===== src/rtl/vga_axil_pkg.sv =====
// Shared widths and response codes for the VGA AXI-Lite register path.
// Native requests carry a word address; the AXI-Lite side is byte addressed.
package vga_axil_pkg;

  localparam int AXIL_ADDR_W   = 32;
  localparam int AXIL_DATA_W   = 32;
  localparam int NATIVE_ADDR_W = 30;

  typedef logic [AXIL_ADDR_W-1:0]   axil_addr_t;
  typedef logic [AXIL_DATA_W-1:0]   axil_data_t;
  typedef logic [AXIL_DATA_W/8-1:0] axil_strb_t;
  typedef logic [NATIVE_ADDR_W-1:0] native_addr_t;
  typedef logic [1:0]               axil_resp_t;

  localparam axil_resp_t RESP_OKAY   = 2'b00;
  localparam axil_resp_t RESP_SLVERR = 2'b10;

endpackage


===== src/rtl/vga_axil_if.sv =====
// AXI-Lite bundle for the VGA register/slave path.
// Ports: clk (rising-edge clock), arst_n (asynchronous active-low reset).
// Modports: master drives AW/W/AR valids+payload and B/R readies;
//           slave drives the complementary signals.
interface vga_axil_if (
  input logic clk,
  input logic arst_n
);
  import vga_axil_pkg::*;

  logic       awvalid;
  logic       awready;
  axil_addr_t awaddr;
  logic       wvalid;
  logic       wready;
  axil_data_t wdata;
  axil_strb_t wstrb;
  logic       bvalid;
  logic       bready;
  axil_resp_t bresp;
  logic       arvalid;
  logic       arready;
  axil_addr_t araddr;
  logic       rvalid;
  logic       rready;
  axil_data_t rdata;
  axil_resp_t rresp;

  modport master (
    input  clk, arst_n,
    output awvalid, awaddr, wvalid, wdata, wstrb, bready, arvalid, araddr, rready,
    input  awready, wready, bvalid, bresp, arready, rvalid, rdata, rresp
  );

  modport slave (
    input  clk, arst_n,
    input  awvalid, awaddr, wvalid, wdata, wstrb, bready, arvalid, araddr, rready,
    output awready, wready, bvalid, bresp, arready, rvalid, rdata, rresp
  );

endinterface


===== src/rtl/vga_axil_master_fsm.sv =====
// Native request/response to AXI-Lite master bridge, one transaction at a time.
// Ports:
//   axil_if      master side of vga_axil_if (also supplies clk and arst_n)
//   req_valid_i  native request present; req_ready_o high only when idle
//   req_write_i  1 = write, 0 = read
//   req_addr_i   word address (sent as byte address {addr, 2'b00})
//   req_wdata_i  write data
//   rsp_valid_o  response available until rsp_ready_i
//   rsp_write_o  response belongs to a write
//   rsp_rdata_o  read data, 0 for writes
//   rsp_err_o    bresp/rresp was not OKAY
// Every output is a flop (or constant), so AXI readies never reach AXI valids
// combinationally.
module vga_axil_master_fsm
  import vga_axil_pkg::*;
(
  vga_axil_if.master   axil_if,
  input  logic         req_valid_i,
  output logic         req_ready_o,
  input  logic         req_write_i,
  input  native_addr_t req_addr_i,
  input  axil_data_t   req_wdata_i,
  output logic         rsp_valid_o,
  input  logic         rsp_ready_i,
  output logic         rsp_write_o,
  output axil_data_t   rsp_rdata_o,
  output logic         rsp_err_o
);

  typedef enum logic [2:0] {
    StIdle,
    StWrAddrData,
    StWrData,
    StWrAddr,
    StWrResp,
    StRdAddr,
    StRdData,
    StRsp
  } state_t;

  state_t     state;
  state_t     state_next;

  logic       clk;
  logic       arst_n;

  logic       accept;
  logic       aw_hs;
  logic       w_hs;
  logic       b_hs;
  logic       ar_hs;
  logic       r_hs;

  logic       req_ready;
  logic       awvalid;
  logic       wvalid;
  logic       bready;
  logic       arvalid;
  logic       rready;
  logic       rsp_valid;
  axil_addr_t awaddr;
  axil_addr_t araddr;
  axil_data_t wdata;
  logic       rsp_write;
  logic       rsp_err;
  axil_data_t rsp_rdata;

  // Word address to byte address, zero-extended to the AXI address width.
  function automatic axil_addr_t word_to_byte(input native_addr_t a);
    axil_addr_t b;
    b = '0;
    b[$bits(native_addr_t)+1:0] = {a, 2'b00};
    return b;
  endfunction

  assign clk    = axil_if.clk;
  assign arst_n = axil_if.arst_n;

  assign accept = req_valid_i && req_ready && (state == StIdle);
  assign aw_hs  = awvalid && axil_if.awready;
  assign w_hs   = wvalid  && axil_if.wready;
  assign b_hs   = bready  && axil_if.bvalid;
  assign ar_hs  = arvalid && axil_if.arready;
  assign r_hs   = rready  && axil_if.rvalid;

  always_ff @(posedge clk or negedge arst_n) begin
    if (!arst_n) begin
      state <= StIdle;
    end else begin
      state <= state_next;
    end
  end

  always_comb begin
    state_next = state;
    case (state)
      StIdle: begin
        if (accept) begin
          state_next = req_write_i ? StWrAddrData : StRdAddr;
        end
      end
      StWrAddrData: begin
        // AW and W may complete in either order; remember which one is left.
        if (aw_hs && w_hs) begin
          state_next = StWrResp;
        end else if (aw_hs) begin
          state_next = StWrData;
        end else if (w_hs) begin
          state_next = StWrAddr;
        end
      end
      StWrData: begin
        if (w_hs) state_next = StWrResp;
      end
      StWrAddr: begin
        if (aw_hs) state_next = StWrResp;
      end
      StWrResp: begin
        if (b_hs) state_next = StRsp;
      end
      StRdAddr: begin
        if (ar_hs) state_next = StRdData;
      end
      StRdData: begin
        if (r_hs) state_next = StRsp;
      end
      StRsp: begin
        if (rsp_ready_i) state_next = StIdle;
      end
      default: state_next = StIdle;
    endcase
  end

  // Handshake outputs are registered copies of the next-state decode, so they
  // line up with the state they belong to while staying pure flops.
  always_ff @(posedge clk or negedge arst_n) begin
    if (!arst_n) begin
      req_ready <= 1'b0;
      awvalid   <= 1'b0;
      wvalid    <= 1'b0;
      bready    <= 1'b0;
      arvalid   <= 1'b0;
      rready    <= 1'b0;
      rsp_valid <= 1'b0;
    end else begin
      req_ready <= (state_next == StIdle);
      awvalid   <= (state_next == StWrAddrData) || (state_next == StWrAddr);
      wvalid    <= (state_next == StWrAddrData) || (state_next == StWrData);
      bready    <= (state_next == StWrResp);
      arvalid   <= (state_next == StRdAddr);
      rready    <= (state_next == StRdData);
      rsp_valid <= (state_next == StRsp);
    end
  end

  // Payload registers only load on accept or on the response handshake, which
  // keeps addr/data stable under a pending valid and the response stable in StRsp.
  always_ff @(posedge clk or negedge arst_n) begin
    if (!arst_n) begin
      awaddr    <= '0;
      araddr    <= '0;
      wdata     <= '0;
      rsp_write <= 1'b0;
      rsp_err   <= 1'b0;
      rsp_rdata <= '0;
    end else begin
      if (accept) begin
        awaddr <= word_to_byte(req_addr_i);
        araddr <= word_to_byte(req_addr_i);
        if (req_write_i) begin
          wdata <= req_wdata_i;
        end
      end
      if ((state == StWrResp) && b_hs) begin
        rsp_write <= 1'b1;
        rsp_err   <= (axil_if.bresp != RESP_OKAY);
        rsp_rdata <= '0;
      end
      if ((state == StRdData) && r_hs) begin
        rsp_write <= 1'b0;
        rsp_err   <= (axil_if.rresp != RESP_OKAY);
        rsp_rdata <= axil_if.rdata;
      end
    end
  end

  assign axil_if.awvalid = awvalid;
  assign axil_if.awaddr  = awaddr;
  assign axil_if.wvalid  = wvalid;
  assign axil_if.wdata   = wdata;
  assign axil_if.wstrb   = '1;
  assign axil_if.bready  = bready;
  assign axil_if.arvalid = arvalid;
  assign axil_if.araddr  = araddr;
  assign axil_if.rready  = rready;

  assign req_ready_o = req_ready;
  assign rsp_valid_o = rsp_valid;
  assign rsp_write_o = rsp_write;
  assign rsp_rdata_o = rsp_rdata;
  assign rsp_err_o   = rsp_err;

endmodule


===== src/flat_wrapper.sv =====
// flat-port wrapper written by rule: the top's interface ports become plain ports
module vga_axil_master_fsm_flat import vga_axil_pkg::*;
  (req_valid_i, req_ready_o, req_write_i, req_addr_i, req_wdata_i, rsp_valid_o, rsp_ready_i, rsp_write_o, rsp_rdata_o, rsp_err_o, clk, arst_n, axil_if_awvalid, axil_if_awaddr, axil_if_wvalid, axil_if_wdata, axil_if_wstrb, axil_if_bready, axil_if_arvalid, axil_if_araddr, axil_if_rready, axil_if_awready, axil_if_wready, axil_if_bvalid, axil_if_bresp, axil_if_arready, axil_if_rvalid, axil_if_rdata, axil_if_rresp);
  vga_axil_if axil_if_i (.clk(clk), .arst_n(arst_n));
  input  logic req_valid_i;
  output logic req_ready_o;
  input  logic req_write_i;
  input  native_addr_t req_addr_i;
  input  axil_data_t req_wdata_i;
  output logic rsp_valid_o;
  input  logic rsp_ready_i;
  output logic rsp_write_o;
  output axil_data_t rsp_rdata_o;
  output logic rsp_err_o;
  input wire logic clk;
  input wire logic arst_n;
  output wire logic [$bits(axil_if_i.awvalid)-1:0] axil_if_awvalid;
  output wire logic [$bits(axil_if_i.awaddr)-1:0] axil_if_awaddr;
  output wire logic [$bits(axil_if_i.wvalid)-1:0] axil_if_wvalid;
  output wire logic [$bits(axil_if_i.wdata)-1:0] axil_if_wdata;
  output wire logic [$bits(axil_if_i.wstrb)-1:0] axil_if_wstrb;
  output wire logic [$bits(axil_if_i.bready)-1:0] axil_if_bready;
  output wire logic [$bits(axil_if_i.arvalid)-1:0] axil_if_arvalid;
  output wire logic [$bits(axil_if_i.araddr)-1:0] axil_if_araddr;
  output wire logic [$bits(axil_if_i.rready)-1:0] axil_if_rready;
  input wire logic [$bits(axil_if_i.awready)-1:0] axil_if_awready;
  input wire logic [$bits(axil_if_i.wready)-1:0] axil_if_wready;
  input wire logic [$bits(axil_if_i.bvalid)-1:0] axil_if_bvalid;
  input wire logic [$bits(axil_if_i.bresp)-1:0] axil_if_bresp;
  input wire logic [$bits(axil_if_i.arready)-1:0] axil_if_arready;
  input wire logic [$bits(axil_if_i.rvalid)-1:0] axil_if_rvalid;
  input wire logic [$bits(axil_if_i.rdata)-1:0] axil_if_rdata;
  input wire logic [$bits(axil_if_i.rresp)-1:0] axil_if_rresp;
  assign axil_if_awvalid = axil_if_i.awvalid;
  assign axil_if_awaddr = axil_if_i.awaddr;
  assign axil_if_wvalid = axil_if_i.wvalid;
  assign axil_if_wdata = axil_if_i.wdata;
  assign axil_if_wstrb = axil_if_i.wstrb;
  assign axil_if_bready = axil_if_i.bready;
  assign axil_if_arvalid = axil_if_i.arvalid;
  assign axil_if_araddr = axil_if_i.araddr;
  assign axil_if_rready = axil_if_i.rready;
  assign axil_if_i.awready = axil_if_awready;
  assign axil_if_i.wready = axil_if_wready;
  assign axil_if_i.bvalid = axil_if_bvalid;
  assign axil_if_i.bresp = axil_if_bresp;
  assign axil_if_i.arready = axil_if_arready;
  assign axil_if_i.rvalid = axil_if_rvalid;
  assign axil_if_i.rdata = axil_if_rdata;
  assign axil_if_i.rresp = axil_if_rresp;
  vga_axil_master_fsm u_core (.axil_if(axil_if_i), .req_valid_i(req_valid_i), .req_ready_o(req_ready_o), .req_write_i(req_write_i), .req_addr_i(req_addr_i), .req_wdata_i(req_wdata_i), .rsp_valid_o(rsp_valid_o), .rsp_ready_i(rsp_ready_i), .rsp_write_o(rsp_write_o), .rsp_rdata_o(rsp_rdata_o), .rsp_err_o(rsp_err_o));
endmodule

===== config.mk =====
export PLATFORM = sky130hd
export DESIGN_NAME = vga_axil_master_fsm_flat
export DESIGN_NICKNAME = d
export VERILOG_FILES = /design/src/rtl/vga_axil_pkg.sv /design/src/rtl/vga_axil_if.sv /design/src/rtl/vga_axil_master_fsm.sv /design/src/flat_wrapper.sv
export SDC_FILE = /design/constraint.sdc
export NUM_CORES = 1
export LEC_CHECK = 0
export CAP_MARGIN = 20
export CORE_MARGIN = 3
export CORE_UTILIZATION = 25
export DETAILED_ROUTE_END_ITERATION = 6
export PLACE_DENSITY = 0.54
export RECOVER_POWER = 100
export REMOVE_ABC_BUFFERS = 1
export SKIP_LAST_GASP = 1
export SLEW_MARGIN = 20
export SYNTH_ARGS = -nofsm -noshare
export SYNTH_HDL_FRONTEND = slang
export SYNTH_SLANG_ARGS = --single-unit

===== constraint.sdc =====
create_clock -name clk -period 2.5 [get_ports clk]
set_input_delay 0.75 -clock clk [delete_from_list [all_inputs] [get_ports clk]]
set_output_delay 0.75 -clock clk [all_outputs]
set_load 0.02 [all_outputs]

==> results.md, run 1 <==
* Outcome: finished clean
* Total wire length at between 10,000 and 15,000 um
* CP arrival at about 2.5 ns
* Final hold vios at 0
* Sink Count at approximately 110
* Nets at between 600 and 700
* Async SR Flop Fraction at 100.0%
* Synth top area cells: dfrtp_1, mux2_2, mux2_1
* Placed instance count at 727
* Synthesis-to-layout area growth at 61.09%
* WL per Instance at roughly 15 um
* Top FF cell, synth: dfrtp_1
* Worst Path Required at 2.72 ns
* Antenna violations before repair at 0
* Post-Synthesis Cell Area at roughly 0.0044 mm^2
* CP peak stage delay at 0.47 ns
* Largest net degree at the start of global routing at 57
* Slowest-stage cell, CP: clkdlybuf4s50_1
* Period Utilization, post-route at 91.26%
* Most frequent cell after synthesis: dfrtp_1
* Register area share after synthesis at 60.97%
* First-pass GRT wire length at approximately 17,000 um
* Vias in the first global route at approximately 3,300
* Post-Syn Area per Cell at approximately 14 um^2
* Die area at 0.01902 mm^2
* Chip width at ~140 um
* YS warnings at 0
* Post-CTS sizing at 0
* Minimum clock period at approximately 2.3 ns
* Non-Filler Instances at 743
* Clk Tree Root Cell: clkbuf_16
* DR vias at 3,150
* Clock Skews at 0.007965 ns
* Initial core utilization at 25.87%
* GRT Overall Usage at 11.67%
* Inserted Clock Buffers at 9
* Hold Path Class: reg -> reg
* Max Fclk at between 0.4 and 0.5 GHz
* Grt total ovfl at 0
* IO Count at 249
* Crit. End Element: register
* Library cells used by synthesis at 32
* Global placer's final weighted congestion at 0.7572
* Mapped Cells at 304
* Final setup vio count at 0
* Yosys reg bits at approximately 110
* Worst slew pin tran at 1.414 ns
* DRC at 0
* RSZ-0062 raised after global routing: no
* Top post-synthesis cells by count: dfrtp_1, buf_4, a22o_1, mux2_2, mux2_1
* Crit Path Category: in -> reg
* Clk pin slew, worst setup/hold paths at ~0.070 ns
* Synth area leader: dfrtp_1
* Crit path cell chain: clkdlybuf4s50_1 -> nand2_1 -> nor4_2 -> nand2_2 -> buf_4 -> mux2_1
* Max Slew Vio Count at 0
* First-pass DRT Iterations at 4
* Worst slew margin at under 10%
* CP Launch Type: input pin
* DP Wirelength at 8513 um
* CTS tree: built
* Share of layout cells above drive strength 1 at around an eighth
* Vias per inst at around 4.2
* Starting DRT DRC Count at 115
* Static leakage at 3.231 nW
* ANT nets after route at 0
* Hold-fix buffers at CTS at 0
* Skew-Pair Late Insertion Delay at around 0.34 ns
* Worst IR drop on VDD at 635.6 uV
* Worst path bufs/invs at 2
* Post-synth EDFFs at 0
* Clk buf depth at 2
* Maximum fanout along the worst path at 32
* Core Box Area at 0.01682 mm^2
* Synth top area share at 60.97%
* Pwr per Cell Area at 1244 mW/mm^2
* Max-cap violations at 0
* Worst hold margin at between 0.4 and 0.5 ns
* Crit path max-delay family: buffers and inverters
* CTS H-tree depth at 3
* # rows at 47
* Die Y at 137.9 um
* Number of setup buffers added after CTS at 0
* Antenna Cells at 0
* PortBufs at between 200 and 250
-- power by group --
group	switching [mW]	internal, mW	total [mW]
clock	0.655	0.690	1.34
combinational	2.24	2.12	4.36
sequential	0.496	2.52	3.02
-- registers in the layout, indices dropped and copies added, names as in the netlist --
name and flops:
u_core.axil_if.wdata 32, u_core.rsp_rdata_o 32, u_core.axil_if.araddr 30, u_core.state 3, u_core.axil_if.arvalid 1, u_core.axil_if.awvalid 1, u_core.axil_if.bready 1, u_core.axil_if.rready 1
u_core.axil_if.wvalid 1, u_core.req_ready_o 1, u_core.rsp_err_o 1, u_core.rsp_valid_o 1, u_core.rsp_write_o 1
-- metrics by stage --
stage               total power [mW]  setup WS, ns  setup TNS (ns)  area [um^2]  util (%)
finish                         8.719        0.2186               0         7008     41.67
global placement               7.872       0.06772               0         6784     40.34
detailed placement             7.896       0.05190               0         6784     40.34
CTS                            9.317        0.3236               0         7063     42.00
global route                   9.254        0.1391               0         7008     41.67
floorplan                      5.258       -0.7723          -24.82         3981         -
-- path summary, 6_finish.rpt --
check,end,from,depth (start not counted),slack [ns]
max,u_core.axil_if.wdata[9]$_DFFE_PN0P_,req_valid_i,6,0.22
min,u_core.axil_if.wdata[5]$_DFFE_PN0P_,u_core.axil_if.wdata[5]$_DFFE_PN0P_,1,0.48
max reg2reg,u_core.axil_if.wdata[9]$_DFFE_PN0P_,u_core.state[1]$_DFF_PN0_,4,0.45
min reg2reg,u_core.axil_if.wdata[5]$_DFFE_PN0P_,u_core.axil_if.wdata[5]$_DFFE_PN0P_,1,0.48
max in group asynchronous,u_core.axil_if.araddr[15]$_DFFE_PN0P_,arst_n,2,0.61
min in group asynchronous,u_core.axil_if.wdata[11]$_DFFE_PN0P_,arst_n,1,0.72
-- routing by layer --
layer | wire length [um] | part of all wire (%) | GRT usage, % | up-vias
met5 | 0 | 0 | 0 | -
met4 | 140 | 1.2 | 4.116 | 0
met3 | 1138 | 9.9 | 3.991 | 11
met2 | 5353 | 47 | 18.87 | 171
met1 | 4813 | 42 | 14.57 | 1503
li1 | - | - | - | 1465
-- worst reg2reg max path, delay by kind of cell (launching register included) --
kind	cells	cell delay (ns)
muxes	1	0.38
buffers and inverters	1	0.28
DFF	1	0.53
and+or+nand+nor	2	0.73
-- placed cells by master, fill, tap and decap left out, types with 4 or more instances in the layout --
| master | Yosys | final |
|---|---|---|
| mux2_1 | 30 | 30 |
| dlygate4sd3_1 | 0 | 134 |
| conb_1 | 2 | 8 |
| o21ai_0 | 3 | 4 |
| dfrtp_1 | 106 | 106 |
| mux2_2 | 32 | 32 |
| clkbuf_16 | 0 | 9 |
| a22o_1 | 32 | 32 |
| inv_1 | 4 | 4 |
| nand2_1 | 4 | 4 |
| nor2_1 | 10 | 10 |
| clkdlybuf4s50_1 | 0 | 105 |
| buf_4 | 38 | 4 |
-- kinds of logic (layout without fill, tap and decap cells) --
family | after synthesis | in the layout | synth area share [%]
compound gates | 42 | 42 | 8.053
xor+xnor | 1 | 1 | 0.2014
buf+inv | 57 | 270 | 9.347
flops | 106 | 106 | 60.97
mux | 63 | 63 | 16.28
other cells | 2 | 8 | 0.1726
simple gates | 33 | 33 | 4.976
-- cell type report --
| cell class | instances | area, um^2 |
|---|---|---|
| Fill cell | 1585 | 9811 |
| Sequential cell | 106 | 2653 |
| Timing Repair Buffer | 250 | 2485 |
| Multi-Input combinational cell | 147 | 1301 |
| Tap cell | 220 | 275.3 |
| Clock buffer | 10 | 229.0 |
| Clock inverter | 6 | 50.05 |
| Inverter | 4 | 15.01 |
(Power assumes the default switching activity.)
==> run 2, diff against run 1 <==
Settings changed: ABC_CLOCK_PERIOD_IN_PS set to 2500.
==> results of run 2 <==
Same layout as run 1: the final DEF is identical, and so are final timing and power.
==> run 3, diff against run 2 <==
Settings changed: CTS_BUF_LIST set to sky130_fd_sc_hd__clkbuf_8.
==> results.md, run 3 (synthesized netlist as in run 1, its figures left out) <==
* Starting DRT DRC Count at 99 (-14%)
* Clock share of power at 11.7% (-3.7 points)
* Grt met2 use at 18.52% (-0.35 points)
* Number of setup buffers added after CTS at 0 (unchanged)
* Crit Path Category: in -> reg
* Nets at 626 (unchanged)
* Minimum clock period at 2.256 ns (-0.02530 ns)
* Static leakage at 3.195 nW (-1.1%)
* Post-CTS sizing at 0 (unchanged)
* Fill cell count at 1,593 (+0.50%)
* DP Wirelength at 8513 um (unchanged)
* WL per Instance at 15.35 um (-0.38%)
* Commonest non-fill, non-tap cell in the layout: dlygate4sd3_1
* Worst slew pin tran at 1.396 ns (-0.01761 ns)
* Hold-fix buffers at CTS at 0 (unchanged)
* Clk Tree Root Cell: clkbuf_8
* Worst reg2reg path depth at 4 (unchanged)
* Register Area at 0.002653 mm^2 (unchanged)
* Max Fclk at 0.4432 GHz (+1.1%)
* Clk pin slew, worst setup/hold paths at 0.09 ns (+0.02 ns)
* Worst slew margin at 6.934% (+1.2 points)
* Largest net degree at the start of global routing at 57 (unchanged)
* Final Instance Area at 0.006922 mm^2 (-1.2%)
* First-pass DRT Iterations at 4 (unchanged)
* Sink Count at 106 (unchanged)
* Hold Crit Depth at 1 (unchanged)
* GRT busiest layer: met2
* Net switching power at 3.337 mW (-1.5%)
* Clock Skews at 0.01170 ns (+0.003738 ns)
* Most frequent cells in the layout: dlygate4sd3_1, dfrtp_1, clkdlybuf4s50_1
* Sequential share of power at 36.0% (+1.4 points)
* Initial core utilization at 25.87% (unchanged)
* RSZ-0062 raised after global routing: no
* Period Utilization, post-route at 90.24% (-1.0 points)
* Global routing usage on met1 at 14.78% (+0.21 points)
* # rows at 47 (unchanged)
* Placed instance count at 727 (unchanged)
* Outcome: finished clean
* Chip width at 137.9 um (unchanged)
* Non-Filler Instances at 743 (unchanged)
* Maximum fanout along the worst path at 32 (unchanged)
* Antenna Cells at 0 (unchanged)
* Grt total ovfl at 0 (unchanged)
* Inserted Clock Buffers at 9 (unchanged)
* Pwr per Cell Area at 1206 mW/mm^2 (-3.1%)
* Antenna violations before repair at 0 (unchanged)
* Global placer's final weighted congestion at 0.7572 (unchanged)
* PortBufs at 240 (unchanged)
* CTS tree: built
* CP Launch Type: input pin
* Synthesis-to-layout area growth at 59.10%
* Int Pwr at 5.009 mW (-6.0%)
* Worst IR drop on VDD at 694.3 uV (+9.2%)
* Die area at 0.01902 mm^2 (unchanged)
* Share of layout cells above drive strength 1 at 12.05% (unchanged)
* GRT Overall Usage at 11.71% (+0.039 points)
* ANT nets after route at 0 (unchanged)
* Die Y at 137.9 um (unchanged)
* Max Slew Vio Count at 0 (unchanged)
* Crit. End Element: register
* Final hold vios at 0 (unchanged)
* Core Box Area at 0.01682 mm^2 (unchanged)
* CP arrival at 2.50 ns (about the same)
* Global routing usage on met3 at 4.100% (+0.11 points)
* First-pass GRT wire length at 17,260 um (unchanged)
* Combinational power share at 52.3% (+2.3 points)
* Skew-Pair Late Insertion Delay at 0.37 ns (+0.03 ns)
* Vias in the first global route at 3,258 (-0.91%)
* Vias per inst at 4.231 (-0.19%)
* Hold Path Class: reg -> reg
* IO Count at 249 (unchanged)
* DR vias at 3,144 (-0.19%)
* Switching share of total power at 39.98% (+1.1 points)
* Tot Pwr at 8.346 mW (-4.3%)
* Area of the multi-input gates at 0.001297 mm^2 (-0.29%)
* Max-cap violations at 0 (unchanged)
* Worst Path Required at 2.75 ns (+0.03 ns)
* CTS H-tree depth at 3 (unchanged)
* Final setup vio count at 0 (unchanged)
* Clk buf depth at 2 (unchanged)
* Area after DPL at 0.006784 mm^2 (unchanged)
* DRC at 0 (unchanged)
* Total wire length at 11,400 um (-0.38%)
[run 3: critical path, cell delays in order]
cell and delay, ns:
dlygate4sd3_1 0.53, nand2_1 0.07, nor4_2 0.45, nand2_2 0.11
buf_6 0.22, mux2_1 0.34
[run 3: layout make-up]
cell class	count	area share, %
Clock inverter	7	0.7773
Sequential cell	106	38.32
Clock buffer	9	1.790
Inverter	4	0.2169
Multi-Input combinational cell	147	18.75
Timing Repair Buffer	250	36.17
Tap cell	220	3.977
[run 3: power by group through the flow]
| stage | Clock (mW) | Combinational, mW | Sequential [mW] |
|---|---|---|---|
| finish | 0.980 | 4.36 | 3.00 |
| global placement | 0 | 4.79 | 3.09 |
| floorplan | 0 | 0.941 | 4.32 |
| global route | 1.12 | 4.65 | 3.13 |
| detailed placement | 0 | 4.80 | 3.10 |
| CTS | 1.05 | 4.82 | 3.08 |
[run 3: final timing paths]
path                                                     start                                     to  slack (ns)
hold / removal             u_core.axil_if.wdata[5]$_DFFE_PN0P_    u_core.axil_if.wdata[5]$_DFFE_PN0P_        0.49
hold reg to reg            u_core.axil_if.wdata[5]$_DFFE_PN0P_    u_core.axil_if.wdata[5]$_DFFE_PN0P_        0.49
setup / recovery                                   req_valid_i    u_core.axil_if.wdata[9]$_DFFE_PN0P_        0.24
setup reg to reg                     u_core.state[2]$_DFF_PN0_     u_core.rsp_rdata_o[21]$_DFFE_PN0P_        0.34
max in group asynchronous                               arst_n  u_core.axil_if.araddr[13]$_DFFE_PN0P_        0.66
min in group asynchronous                               arst_n   u_core.axil_if.wdata[11]$_DFFE_PN0P_        0.68
[run 3: metal layers]
metal  share of wire [%]  up-vias
met5                   0        -
met3                  10       11
met1                  42     1498
met2                  47      172
li1                    -     1463
met4                 1.4        0
[run 3: through the flow]
stage	setup TNS (ns)	utilization (%)	setup slack [ns]	hold WS, ns
after floorplan	-24.82	-	-0.7723	0.4544
after global placement	0	40.34	0.06772	0.4729
after detailed placement	0	40.34	0.05190	0.4809
after CTS	0	41.39	0.2647	0.2485
after global routing	0	41.15	0.1389	0.5057
final	0	41.15	0.2439	0.4910
